**src/rtl/multiword_add_sequencer.sv**
```systemverilog
// rtl/multiword_add_sequencer.sv - streaming multi-word add/subtract sequencer around an external adder
//
// Purpose:
//   Accepts multi-word operands one WIDTH-bit word per beat, least-significant
//   word first. The block steers each word into an external combinational
//   adder and registers the adder result into a valid/ready output stage.
//   The carry is chained between words. On the final word it also reports
//   the carry-out and the signed overflow.
//
// Ports:
//   clk, rst_n            clock; asynchronous active-low reset
//   in_valid / in_ready   input word handshake
//   in_a, in_b            operand words
//   in_cin                initial carry (first word of an add only)
//   in_sub                1 = A-B (first word only)
//   in_last               marks the most-significant word
//   add_a/add_b/add_cin   drive to the external adder
//   add_sum/add_cout      result from the external adder
//   out_valid / out_ready result word handshake
//   out_sum, out_idx      result word and its index (0 = LS word)
//   out_last              final word of the operation
//   out_cout, out_ovf     carry-out / signed overflow (final word only)
//   out_err               length error: MAX_WORDS reached without in_last

module multiword_add_sequencer #(
    parameter int WIDTH     = 16,
    parameter int MAX_WORDS = 8,
    parameter int IDX_W     = 3
) (
    input  logic             clk,
    input  logic             rst_n,

    input  logic             in_valid,
    output logic             in_ready,
    input  logic [WIDTH-1:0] in_a,
    input  logic [WIDTH-1:0] in_b,
    input  logic             in_cin,
    input  logic             in_sub,
    input  logic             in_last,

    output logic [WIDTH-1:0] add_a,
    output logic [WIDTH-1:0] add_b,
    output logic             add_cin,
    input  logic [WIDTH-1:0] add_sum,
    input  logic             add_cout,

    output logic             out_valid,
    input  logic             out_ready,
    output logic [WIDTH-1:0] out_sum,
    output logic [IDX_W-1:0] out_idx,
    output logic             out_last,
    output logic             out_cout,
    output logic             out_ovf,
    output logic             out_err
);

    typedef enum logic {
        IDLE   = 1'b0,
        ACTIVE = 1'b1
    } state_t;

    localparam logic [IDX_W-1:0] IDX_MAX = IDX_W'(MAX_WORDS - 1);
    localparam logic [IDX_W-1:0] IDX_ONE = IDX_W'(1);

    state_t           state_q;
    state_t           state_d;
    logic             carry_q;
    logic             carry_d;
    logic             sub_q;
    logic             sub_d;
    logic [IDX_W-1:0] idx_q;
    logic [IDX_W-1:0] idx_d;

    logic             valid_d;
    logic [WIDTH-1:0] sum_d;
    logic [IDX_W-1:0] oidx_d;
    logic             last_d;
    logic             cout_d;
    logic             ovf_d;
    logic             err_d;

    logic             sub_eff;
    logic             accept;
    logic             at_max;
    logic             last_eff;
    logic             ovf_calc;

    // The subtract mode and carry source come from the live inputs on the
    // first word. Later words use the values captured when the operation started.
    assign sub_eff  = (state_q == IDLE) ? in_sub : sub_q;

    assign add_a    = in_a;
    assign add_b    = sub_eff ? ~in_b : in_b;
    // A subtract is A + ~B + 1, so the first word of a subtract forces cin.
    assign add_cin  = (state_q == IDLE) ? (in_sub | in_cin) : carry_q;

    // The output stage can take a new word if it is empty or being drained
    // this cycle. This gives full throughput with a single register stage.
    assign in_ready = !out_valid || out_ready;
    assign accept   = in_valid && in_ready;

    assign at_max   = (idx_q == IDX_MAX);
    assign last_eff = in_last || at_max;

    // Two's-complement overflow: the operands seen by the adder have the same
    // sign and the result sign differs from it.
    assign ovf_calc = (in_a[WIDTH-1] == add_b[WIDTH-1]) &&
                      (add_sum[WIDTH-1] != in_a[WIDTH-1]);

    always_comb begin
        state_d = state_q;
        carry_d = carry_q;
        sub_d   = sub_q;
        idx_d   = idx_q;
        valid_d = out_valid;
        sum_d   = out_sum;
        oidx_d  = out_idx;
        last_d  = out_last;
        cout_d  = out_cout;
        ovf_d   = out_ovf;
        err_d   = out_err;

        if (accept) begin
            valid_d = 1'b1;
            sum_d   = add_sum;
            oidx_d  = idx_q;
            carry_d = add_cout;
            last_d  = last_eff;
            err_d   = at_max && !in_last;
            if (state_q == IDLE) begin
                sub_d = in_sub;
            end
            if (last_eff) begin
                cout_d  = add_cout;
                ovf_d   = ovf_calc;
                state_d = IDLE;
                idx_d   = '0;
            end else begin
                cout_d  = 1'b0;
                ovf_d   = 1'b0;
                state_d = ACTIVE;
                idx_d   = idx_q + IDX_ONE;
            end
        end else if (out_valid && out_ready) begin
            valid_d = 1'b0;
        end
    end

    always_ff @(posedge clk or negedge rst_n) begin
        if (!rst_n) begin
            state_q   <= IDLE;
            carry_q   <= 1'b0;
            sub_q     <= 1'b0;
            idx_q     <= '0;
            out_valid <= 1'b0;
            out_sum   <= '0;
            out_idx   <= '0;
            out_last  <= 1'b0;
            out_cout  <= 1'b0;
            out_ovf   <= 1'b0;
            out_err   <= 1'b0;
        end else begin
            state_q   <= state_d;
            carry_q   <= carry_d;
            sub_q     <= sub_d;
            idx_q     <= idx_d;
            out_valid <= valid_d;
            out_sum   <= sum_d;
            out_idx   <= oidx_d;
            out_last  <= last_d;
            out_cout  <= cout_d;
            out_ovf   <= ovf_d;
            out_err   <= err_d;
        end
    end

endmodule

```
**config.mk**
```make
export PLATFORM = sky130hd
export DESIGN_NAME = multiword_add_sequencer
export DESIGN_NICKNAME = d
export VERILOG_FILES = /design/src/rtl/multiword_add_sequencer.sv
export SDC_FILE = /design/constraint.sdc
export NUM_CORES = 1
export LEC_CHECK = 0
export BUFFER_PORTS_ARGS = -buffer_cell sky130_fd_sc_hd__buf_2
export CORE_MARGIN = 1
export CORE_UTILIZATION = 33
export DETAILED_ROUTE_END_ITERATION = 12
export MAX_ROUTING_LAYER = met4
export PLACE_DENSITY = 0.69
export SETUP_SLACK_MARGIN = 0.05
export SYNTH_ARGS = -nofsm -noshare
export SYNTH_HDL_FRONTEND = slang
export SYNTH_SLANG_ARGS = --single-unit
```
**constraint.sdc**
```tcl
create_clock -name clk -period 2.71 [get_ports clk]
set_input_delay 0.1355 -clock clk [delete_from_list [all_inputs] [get_ports clk]]
set_output_delay 0.1355 -clock clk [all_outputs]
set_load 0.03 [all_outputs]
```
# Word level (Yosys, flattened, before mapping)
# Cells that the tools add are included.
totals:
  romBits: 0
  register_bits: 30
  memories: 0
  wordCells: 35
  ramBits: 0
  latchBits: 0
  out_inout_bits: 58
classes:
  n_addsub: 1
  n_div: 0
  bitwise_logic: 2
  n_reduce_logical: 9
  shifts: 0
  n_mul: 0
  n_mux: 9
  order_cmp: 0
  eq_ne: 3
ops:
  columns: ["operator", "count"]
  rows:
  - ["16-bit 2-to-1 mux", 1]
  - ["16-bit NOT", 1]
  - ["1-bit 2-to-1 mux", 7]
  - ["1-bit logical AND", 4]
  - ["3-bit by 1-bit adder with 3-bit output (second input constant)", 1]
  - ["3-bit equality test (second input constant)", 1]
  - ["3-bit 2-to-1 mux", 1]
  - ["1-bit zero test", 2]
  - ["1-bit logical OR", 2]
  - ["2-bit nonzero test", 1]
  - ["1-bit equality test", 1]
  - ["1-bit inequality test", 1]
  - ["1-bit OR", 1]

# Longest topological paths before layout
# Gate-level depths: netlist (run 1).
depth:
  word_depth: 5
  mapped_depth: 5

# Worst setup path before layout (run 1)
# OpenSTA, ideal clock, no wires.
synth_path:
  kind: "reg-to-reg"
  from: "register state_q"
  to: "register out_ovf"
  path_slack_ps: 888
  required_ps: 2584
  n_path_buf: 0
  stages_incl_launch_ff: 5
  arrival_ps: 1696
  setup_ps: 126
  synth_period_minus_slack_ps: 1822
  path_cell_list: "dfrtp_1 -> mux2i_4 -> xnor2_1 -> nor4_1 -> a221o_1"
synth_via:
  elab_chain_cells: 5
synth_rtl:
  columns: ["item", "line_no", "text"]
  rows:
  - ["start, declared", "65", "state_t state_q;"]
  - ["start signal, assigned", "163", "state_q <= state_d;"]
  - ["1-bit 2-to-1 mux", null, null]
  - ["16-bit 2-to-1 mux", "93", "assign add_b = sub_eff ? ~in_b : in_b;"]
  - ["via add_b[15]", "42", "output logic [WIDTH-1:0] add_b,"]
  - ["1-bit equality test", "107", "assign ovf_calc = (in_a[WIDTH-1] == add_b[WIDTH-1]) &&"]
  - ["1-bit logical AND", "107", null]
  - ["1-bit 2-to-1 mux", "133", "if (last_eff) begin"]
  - ["end signal, assigned", "172", "out_ovf <= ovf_d;"]
  - ["end, declared", "53", "output logic out_ovf,"]
# The timed path passes the listed nets, and every way through them passes these cells.
# A chain may end at the register's enable or synchronous reset.

# Worst setup path in the final report (run 1)
layout_path:
  from: "register state_q"
  to: "output port add_b[15]"
layout_via:
  elab_chain_cells: 2
layout_rtl:
  columns: ["item", "line_no"]
  rows:
  - ["1-bit 2-to-1 mux", null]
  - ["16-bit 2-to-1 mux", "93"]
  - ["end, declared", "42"]
# No other way between the ends.

==> qor.csv, run 1 <==
metric;value;unit
Std-Cell Rows;23;
antenna viol nets, final;0;
commonest cells after routing, fill and taps aside;buf_2 (83), dfrtp_1 (30), mux2_2 (20), xnor2_1 (16), nand2_1 (13);
status;completed;
Pleak;0.957;nW
relative slew slack;0.563;
Final nets;252;
Core Region;0.00412;mm²
sequential fraction of the synthesis area;0.513;
initial antenna violation count;0;
Final Hold Viols;0;
synth unique cells;17;
clock root buffer;clkbuf_8;
Mapped Area;0.00146;mm²
Max rail drop VDD;0.263;mV
Cell Int Power;0.908;mW
Sw Pwr;0.542;mW
Worst Skew;0.00401;ns
final instance area;0.00192;mm²
combinational power share;0.371;
RSZ-0062 raised after global routing;no;
clock latency on the worst-skew pair;0.27;ns
drt pass-1 iters;4;
GP Congestion;0.648;
Inserted Diodes;0;
most common cell after layout, fill and taps aside;buf_2;
die area;0.00470;mm²
Sw Ratio;0.374;
r2r endpoint;out_ovf;
hold buffers post-CTS;1;
Arr. time, crit path;1.77;ns
startpoint type of the worst setup path;register;
FF-to-FF path depth;5;
total I/O pin count;114;
area added between synthesis and finish;31.1;%
average wire per cell in the routed design;12.0;µm
Reg clk slew, reported paths;0.06;ns
synthesized instance count;121;
final core occ;0.466;
global-route wire length before repair;4.38;mm
Avg Cell Area, Syn;12.1;µm²
H-tree levels;2;
R2R Setup Slk;0.98;ns
die width;68.6;µm
pin count of the biggest net entering global routing;31;
Synth Warn #;0;
final period utilization;0.702;
Global Route Usage Sum;0.137;
Tightest Pin Transition;0.655;ns
Remaining Overflow, GRT;0;
max-slew violation count;0;
CTS tree;yes;
Longest Clk Path Bufs;2;
Total Routed Length;2.94;mm
drt drc;0;
crit path time final;1.90;ns
Crit. End Element;output port;
layout cells sized above 1;0.579;
max-capacitance violation count;0;
DPL Wire Length;2.32;mm
IO Port Bufs;83;
Total Power;1.45;mW
share of power burned in registers;0.379;
number of synthesized register bits;30;
vias in the first global route;1028;
drt first-iter violations;27;
worst min path class;in2reg;
CTS sink cnt;30;
Die Y;68.6;µm
# setup viols final;0;
critical path type;reg2out;
DR vias/cell;4.59;
f_max;525;MHz
post-CTS setup buffer count;0;
PD cells;756;mW/mm²
reg2reg start;state_q;
hold depth;2;
CTS resizes;0;
Starting Density;0.355;
Clk pwr share;0.250;
syn_nets;179;
Total Neg Setup Slack;0;ns
TritonCTS Buffers;5;
DR vias;1124;
Hold Crit Start;in_valid;
Hold EP;out_valid;
worst-path fanout max;13;
number of fillers in the final layout;393;
Critical Path RT;2.57;ns
area post-placement;0.00182;mm²
metrics by stage:
step           cells  worst slack [ns]  hold WS [ns]
2_1_floorplan    121             0.888        -0.160
3_3_place_gp     236              1.02         0.215
3_5_place_dp     236             0.988         0.207
4_1_cts          245             0.784        0.0665
5_1_grt          245             0.711        0.0696
6_report         245             0.807        0.0740
layer usage:
metal / vias to the layer above / track usage / part of all wire
li1: 530 / - / -
met3: 2 / 0.0724 / 0.12
met2: 60 / 0.225 / 0.49
met5: - / - / 0
met4: 0 / 0.0573 / 0.0078
met1: 532 / 0.133 / 0.38
sequential cells by signal, summed over array words and instances, names as in the netlist:
signal / count
carry_q: 1
idx_q: 3
out_cout: 1
out_err: 1
out_idx: 3
out_last: 1
out_ovf: 1
out_sum: 16
out_valid: 1
state_q: 1
sub_q: 1
critical path, cell delays in order, from the launching register on:
cell and delay, ns:
dfrtp_1 0.43, mux2i_4 0.34, buf_4 0.28, xnor2_1 0.20, buf_2 0.25
worst max path at each step:
stage,startpoint,end,cells past startpoint
3_5_place_dp,state_q,out_ovf,5
4_1_cts,state_q,add_b[15],4
2_1_floorplan,state_q,out_ovf,4
5_1_grt,state_q,add_b[15],4
3_3_place_gp,state_q,out_ovf,5
6_report,state_q,add_b[15],4
Yosys cell counts:
cell	n	share of area
nor2_1	2	0.0051
nand2b_1	4	0.017
clkbuf_1	1	0.0026
mux2_2	20	0.15
buf_2	3	0.010
o21a_1	1	0.0051
nand2_1	13	0.033
buf_4	16	0.082
nor4b_1	1	0.0060
ha_1	2	0.017
and2_1	1	0.0043
xnor2_1	16	0.096
nor4_1	1	0.0043
dfrtp_1	30	0.51
o21ai_0	8	0.027
mux2i_4	1	0.015
a221o_1	1	0.0068
kinds of logic after synthesis:
| kind of cell | Yosys count | synth area share |
|---|---|---|
| buffers and inverters | 20 | 0.0950 |
| multiplexers | 21 | 0.169 |
| adder cells (fa/ha/maj) | 2 | 0.0171 |
| AO/OA/AOI/OAI | 10 | 0.0394 |
| AND/OR/NAND/NOR | 22 | 0.0702 |
| XOR/XNOR | 16 | 0.0958 |
| flip-flops | 30 | 0.513 |
power by group through the flow:
stage	sequential (mW)	clock (mW)	combinational [mW]
finish	0.550	0.363	0.537
global route	0.559	0.407	0.586
CTS	0.552	0.380	0.545
detailed placement	0.559	0	0.544
global placement	0.559	0	0.538
floorplan	0.660	0	0.314
cell type report:
type,count,area (µm²),share of cell area
sequential,30,751,0.391
multi-input combinational,71,573,0.299
timing repair buffer,86,440,0.230
clock buffer,7,86.3,0.0450
tap,50,62.6,0.0326
clock inverter,1,5.00,0.00261
(Power assumes the default switching activity.)
==> run 2, diff against run 1 <==
==> constraint.sdc (replaced) <==
create_clock -name clk -period 1.9 [get_ports clk]
set_input_delay 0.095 -clock clk [delete_from_list [all_inputs] [get_ports clk]]
set_output_delay 0.095 -clock clk [all_outputs]
set_load 0.03 [all_outputs]
==> run 2 against run 1 <==
  * Non-clock buffer count is 3 higher
  * Total power is 44% higher
  * Critical path depth stayed put
  * Sequential power is 43% higher
  * Combinational power is 45% higher
  * Largest power group unchanged
==> qor.csv, run 2 (synthesized netlist as in run 1, its figures left out) <==
metric;value;unit
status;completed;
clock root buffer;clkbuf_8;
Total Neg Setup Slack;0;ns
most common cell after layout, fill and taps aside;buf_2;
final period utilization;0.898;
final instance area;0.00194;mm²
H-tree levels;2;
area added between synthesis and finish;32.9;%
TritonCTS Buffers;5;
Remaining Overflow, GRT;0;
crit path time final;1.71;ns
FF-to-FF path depth;5;
combinational power share;0.373;
initial antenna violation count;0;
Pleak;0.970;nW
area post-placement;0.00182;mm²
Total Power;2.09;mW
non-filler instance count after layout;248;
Top reg by flops;out_sum;
RSZ-0062 raised after global routing;no;
Crit. End Element;output port;
critical path, cell by cell;mux2i_4 > buf_4 > xnor2_1 > buf_2;
Largest stage delay, worst path;0.44;ns
global-route wire length before repair;4.26;mm
GP Congestion;0.682;
final core occ;0.472;
PD cells;1080;mW/mm²
total I/O pin count;114;
worst min path class;in2reg;
max-capacitance violation count;0;
Max rail drop VDD;0.452;mV
Place WS;0.305;ns
DPL Wire Length;2.21;mm
f_max;586;MHz
leading registers by flop count;out_sum x16, idx_q x3, out_idx x3;
drt first-iter violations;29;
share of power burned in registers;0.375;
DR vias/cell;4.52;
Clk pwr share;0.251;
Cell Int Power;1.30;mW
max-slew violation count;0;
relative slew slack;0.558;
DR vias;1121;
Inserted Diodes;0;
clock latency on the worst-skew pair;0.28;ns
Worst Skew;0.00611;ns
CTS resizes;0;
drt pass-1 iters;4;
die width;68.6;µm
CTS sink cnt;30;
Starting Density;0.355;
Total Routed Length;2.92;mm
# setup viols final;0;
hold depth;2;
DP Cell Count;237;
layout cells sized above 1;0.591;
Critical Path RT;1.80;ns
pin count of the biggest net entering global routing;31;
Reg clk slew, reported paths;0.07;ns
Critical-path top delay cell;dfrtp_1;
Final nets;255;
Core Region;0.00412;mm²
die area;0.00470;mm²
Arr. time, crit path;1.61;ns
Sw Ratio;0.376;
Hold Slack;0.0298;ns
Tightest Pin Transition;0.664;ns
max FFs per register;16;
drt drc;0;
Global Route Usage Sum;0.132;
CTS tree;yes;
Longest Clk Path Bufs;2;
critical path type;reg2out;
startpoint type of the worst setup path;register;
Std-Cell Rows;23;
worst setup margin;0.195;ns
commonest cells after routing, fill and taps aside;buf_2 (83), dfrtp_1 (30), mux2_2 (20), xnor2_1 (16), nand2_1 (13);
antenna viol nets, final;0;
average wire per cell in the routed design;11.8;µm
Sw Pwr;0.787;mW
Final Hold Viols;0;
IO Port Bufs;83;
vias in the first global route;950;
Die Y;68.6;µm
worst-path fanout max;6;
-- run 2: changes by cell type in the layout (fill, tap and decap cells not counted), sizes merged --
cell,previous run,this run
clkbuf,7,6
clkinvlp,0,1
buf,85,88
-- run 2: final cells by class --
class | count | area, µm²
clock buffers | 6 | 82.6
clock inverters | 2 | 12.5
fillers | 379 | 2170
multi-input cells | 71 | 573
flip-flops and latches | 30 | 751
well taps | 50 | 62.6
repair buffers | 89 | 463
-- run 2: path summary, 6_finish.rpt --
kind                       startpoint     endpoint  slack, ns
setup / recovery              state_q    add_b[15]       0.19
hold / removal               in_valid    out_valid       0.03
setup reg to reg             idx_q[0]      out_ovf       0.31
hold reg to reg               out_err      out_err       0.47
max in group asynchronous       rst_n   out_sum[1]       1.07
min in group asynchronous       rst_n  out_sum[13]       0.40
-- run 2: what timing repair did --
action / 4_1_cts / 5_1_grt
setup endpoints to repair: 2 / 0
hold buffers: 1 / 0
buffers inserted: 2 / 0
endpoints found under the hold margin: 30 / 0
-- run 2: critical path, delay by kind of cell (launching register included) --
kind / cells / cell delay (ns)
buffers and inverters: 2 / 0.43
flip-flops: 1 / 0.44
XOR/XNOR: 1 / 0.26
multiplexers: 1 / 0.21
-- run 2: power groups by stage --
stage	Sequential, mW	Combinational (mW)	Clock, mW
6_report	0.785	0.781	0.526
5_1_grt	0.799	0.856	0.585
4_1_cts	0.786	0.790	0.555
3_5_place_dp	0.797	0.776	0
3_3_place_gp	0.795	0.773	0
2_1_floorplan	0.941	0.448	0
-- run 2: per-layer routing --
| metal | GRT usage | share of wire |
|---|---|---|
| met2 | 0.207 | 0.47 |
| met5 | - | 0 |
| met1 | 0.147 | 0.41 |
| met4 | 0.0495 | 0.013 |
| met3 | 0.0592 | 0.11 |
==> run 3, diff against run 2 <==
--- a/config.mk
+++ b/config.mk
@@ -5,7 +5,7 @@
 export SDC_FILE = /design/constraint.sdc
 export NUM_CORES = 1
 export LEC_CHECK = 0
-export BUFFER_PORTS_ARGS = -buffer_cell sky130_fd_sc_hd__buf_2
+export BUFFER_PORTS_ARGS = -buffer_cell sky130_fd_sc_hd__clkbuf_2
 export CORE_MARGIN = 1
 export CORE_UTILIZATION = 33
 export DETAILED_ROUTE_END_ITERATION = 12
==> run 3 against run 2 <==
  * Setup slack got worse by 0.017 ns
  * Sequential power about the same
  * Global-route usage increased by 0.25 points
  * Via count increased by 0.98%
  * Non-clock buffer count decreased by 1
  * Register-to-register slack improved by 0.02 ns
  * Critical path type unchanged
==> qor.csv, run 3 (synthesized netlist as in run 1, its figures left out) <==
metric;value;unit
Place WS;0.324;ns
relative slew slack;0.515;
DP Cell Count;237;
pin count of the biggest net entering global routing;31;
Die Y;68.6;µm
average wire per cell in the routed design;12.0;µm
Pleak;0.985;nW
Tightest Pin Transition;0.728;ns
CTS sink cnt;30;
drt pass-1 iters;4;
combinational power share;0.370;
IO Port Bufs;83;
# setup viols final;0;
max FFs per register;16;
startpoint type of the worst setup path;register;
crit path time final;1.72;ns
max-capacitance violation count;0;
DR vias/cell;4.58;
worst min path class;in2reg;
worst-path fanout max;11;
Final nets;254;
Global Route Usage Sum;0.135;
Std-Cell Rows;23;
Final Hold Viols;0;
Longest Clk Path Bufs;2;
Reg clk slew, reported paths;0.07;ns
DPL Wire Length;2.33;mm
R2R Setup Slk;0.33;ns
Total Neg Setup Slack;0;ns
most common cell after layout, fill and taps aside;clkbuf_2;
number of fillers in the final layout;395;
Remaining Overflow, GRT;0;
Inserted Diodes;0;
drt first-iter violations;32;
worst setup margin;0.178;ns
share of power burned in registers;0.373;
final period utilization;0.906;
FF-to-FF path depth;5;
H-tree levels;2;
PD cells;1080;mW/mm²
Core Region;0.00412;mm²
non-filler instance count after layout;247;
CTS tree;yes;
GP Congestion;0.667;
commonest cells after routing, fill and taps aside;clkbuf_2 (83), dfrtp_1 (30), mux2_2 (20), xnor2_1 (15), nand2_1 (13);
Total Routed Length;2.98;mm
RSZ-0062 raised after global routing;no;
Worst Skew;0.00676;ns
Max rail drop VDD;0.459;mV
status;completed;
layout cells sized above 1;0.594;
TritonCTS Buffers;5;
f_max;581;MHz
critical path type;reg2out;
hold depth;2;
Crit. End Element;output port;
area added between synthesis and finish;32.9;%
Sw Pwr;0.809;mW
reg2reg start;idx_q[0];
total I/O pin count;114;
Sw Ratio;0.384;
drt drc;0;
Cell Int Power;1.30;mW
antenna viol nets, final;0;
global-route wire length before repair;4.33;mm
die area;0.00470;mm²
die width;68.6;µm
final instance area;0.00194;mm²
Hold EP;out_valid;
Hold Crit Start;in_valid;
initial antenna violation count;0;
r2r endpoint;out_ovf;
Arr. time, crit path;1.63;ns
Hold Slack;0.0191;ns
clock root buffer;clkbuf_8;
max-slew violation count;0;
Critical Path RT;1.80;ns
DR vias;1132;
vias in the first global route;991;
Top reg by flops;out_sum;
area post-placement;0.00182;mm²
Starting Density;0.355;
leading registers by flop count;out_sum x16, idx_q x3, out_idx x3;
Clk pwr share;0.256;
clock latency on the worst-skew pair;0.28;ns
[run 3: cell count changes in the layout (fill, tap and decap cells not counted), sizes merged]
cell	previous run	this run
clkbuf	6	89
buf	88	4
[run 3: timing repair]
item,4_1_cts,5_1_grt
hold buffers,1,0
hold endpoints to repair,30,0
endpoints found under the setup margin,11,1
resized for setup,0,1
setup buffers,1,0
[run 3: through the flow]
| step | util | power [mW] |
|---|---|---|
| after floorplan | - | 1.39 |
| after global placement | 0.443 | 1.57 |
| after detailed placement | 0.443 | 1.58 |
| after CTS | 0.471 | 2.14 |
| after global routing | 0.472 | 2.24 |
| final | 0.472 | 2.11 |
[run 3: worst max-delay path by stage]
stage | from | to | cells after the start | slack, ns
floorplan | state_q | out_ovf | 4 | 0.08
global placement | idx_q[0] | out_ovf | 5 | 0.33
detailed placement | idx_q[0] | out_ovf | 5 | 0.32
CTS | state_q | add_b[15] | 4 | 0.15
global route | state_q | add_b[11] | 4 | 0.1
finish | state_q | add_b[8] | 4 | 0.18
[run 3: power by group through the flow]
| stage | Combinational, mW | Sequential (mW) | Clock (mW) |
|---|---|---|---|
| 2_1_floorplan | 0.448 | 0.941 | 0 |
| 3_3_place_gp | 0.769 | 0.798 | 0 |
| 3_5_place_dp | 0.777 | 0.801 | 0 |
| 4_1_cts | 0.785 | 0.789 | 0.564 |
| 5_1_grt | 0.851 | 0.801 | 0.592 |
| 6_report | 0.780 | 0.787 | 0.540 |
[run 3: metal layers]
layer  GRT usage  wire, µm
met3      0.0477       321
met2       0.214      1360
met4      0.0885        78
met1       0.140      1220
met5           -         0
[run 3: critical path, cell delays in order (launching register included)]
cell,delay [ns]
dfrtp_1,0.44
mux2i_4,0.28
buf_4,0.24
xnor2_1,0.15
clkbuf_2,0.23
[run 3: final cells by class]
type	instances	area [µm²]	share of cell area
Sequential cell	30	751	0.386
Multi-Input combinational cell	71	581	0.299
Timing Repair Buffer	88	455	0.234
Clock buffer	6	82.6	0.0425
Tap cell	50	62.6	0.0322
Clock inverter	2	12.5	0.00644
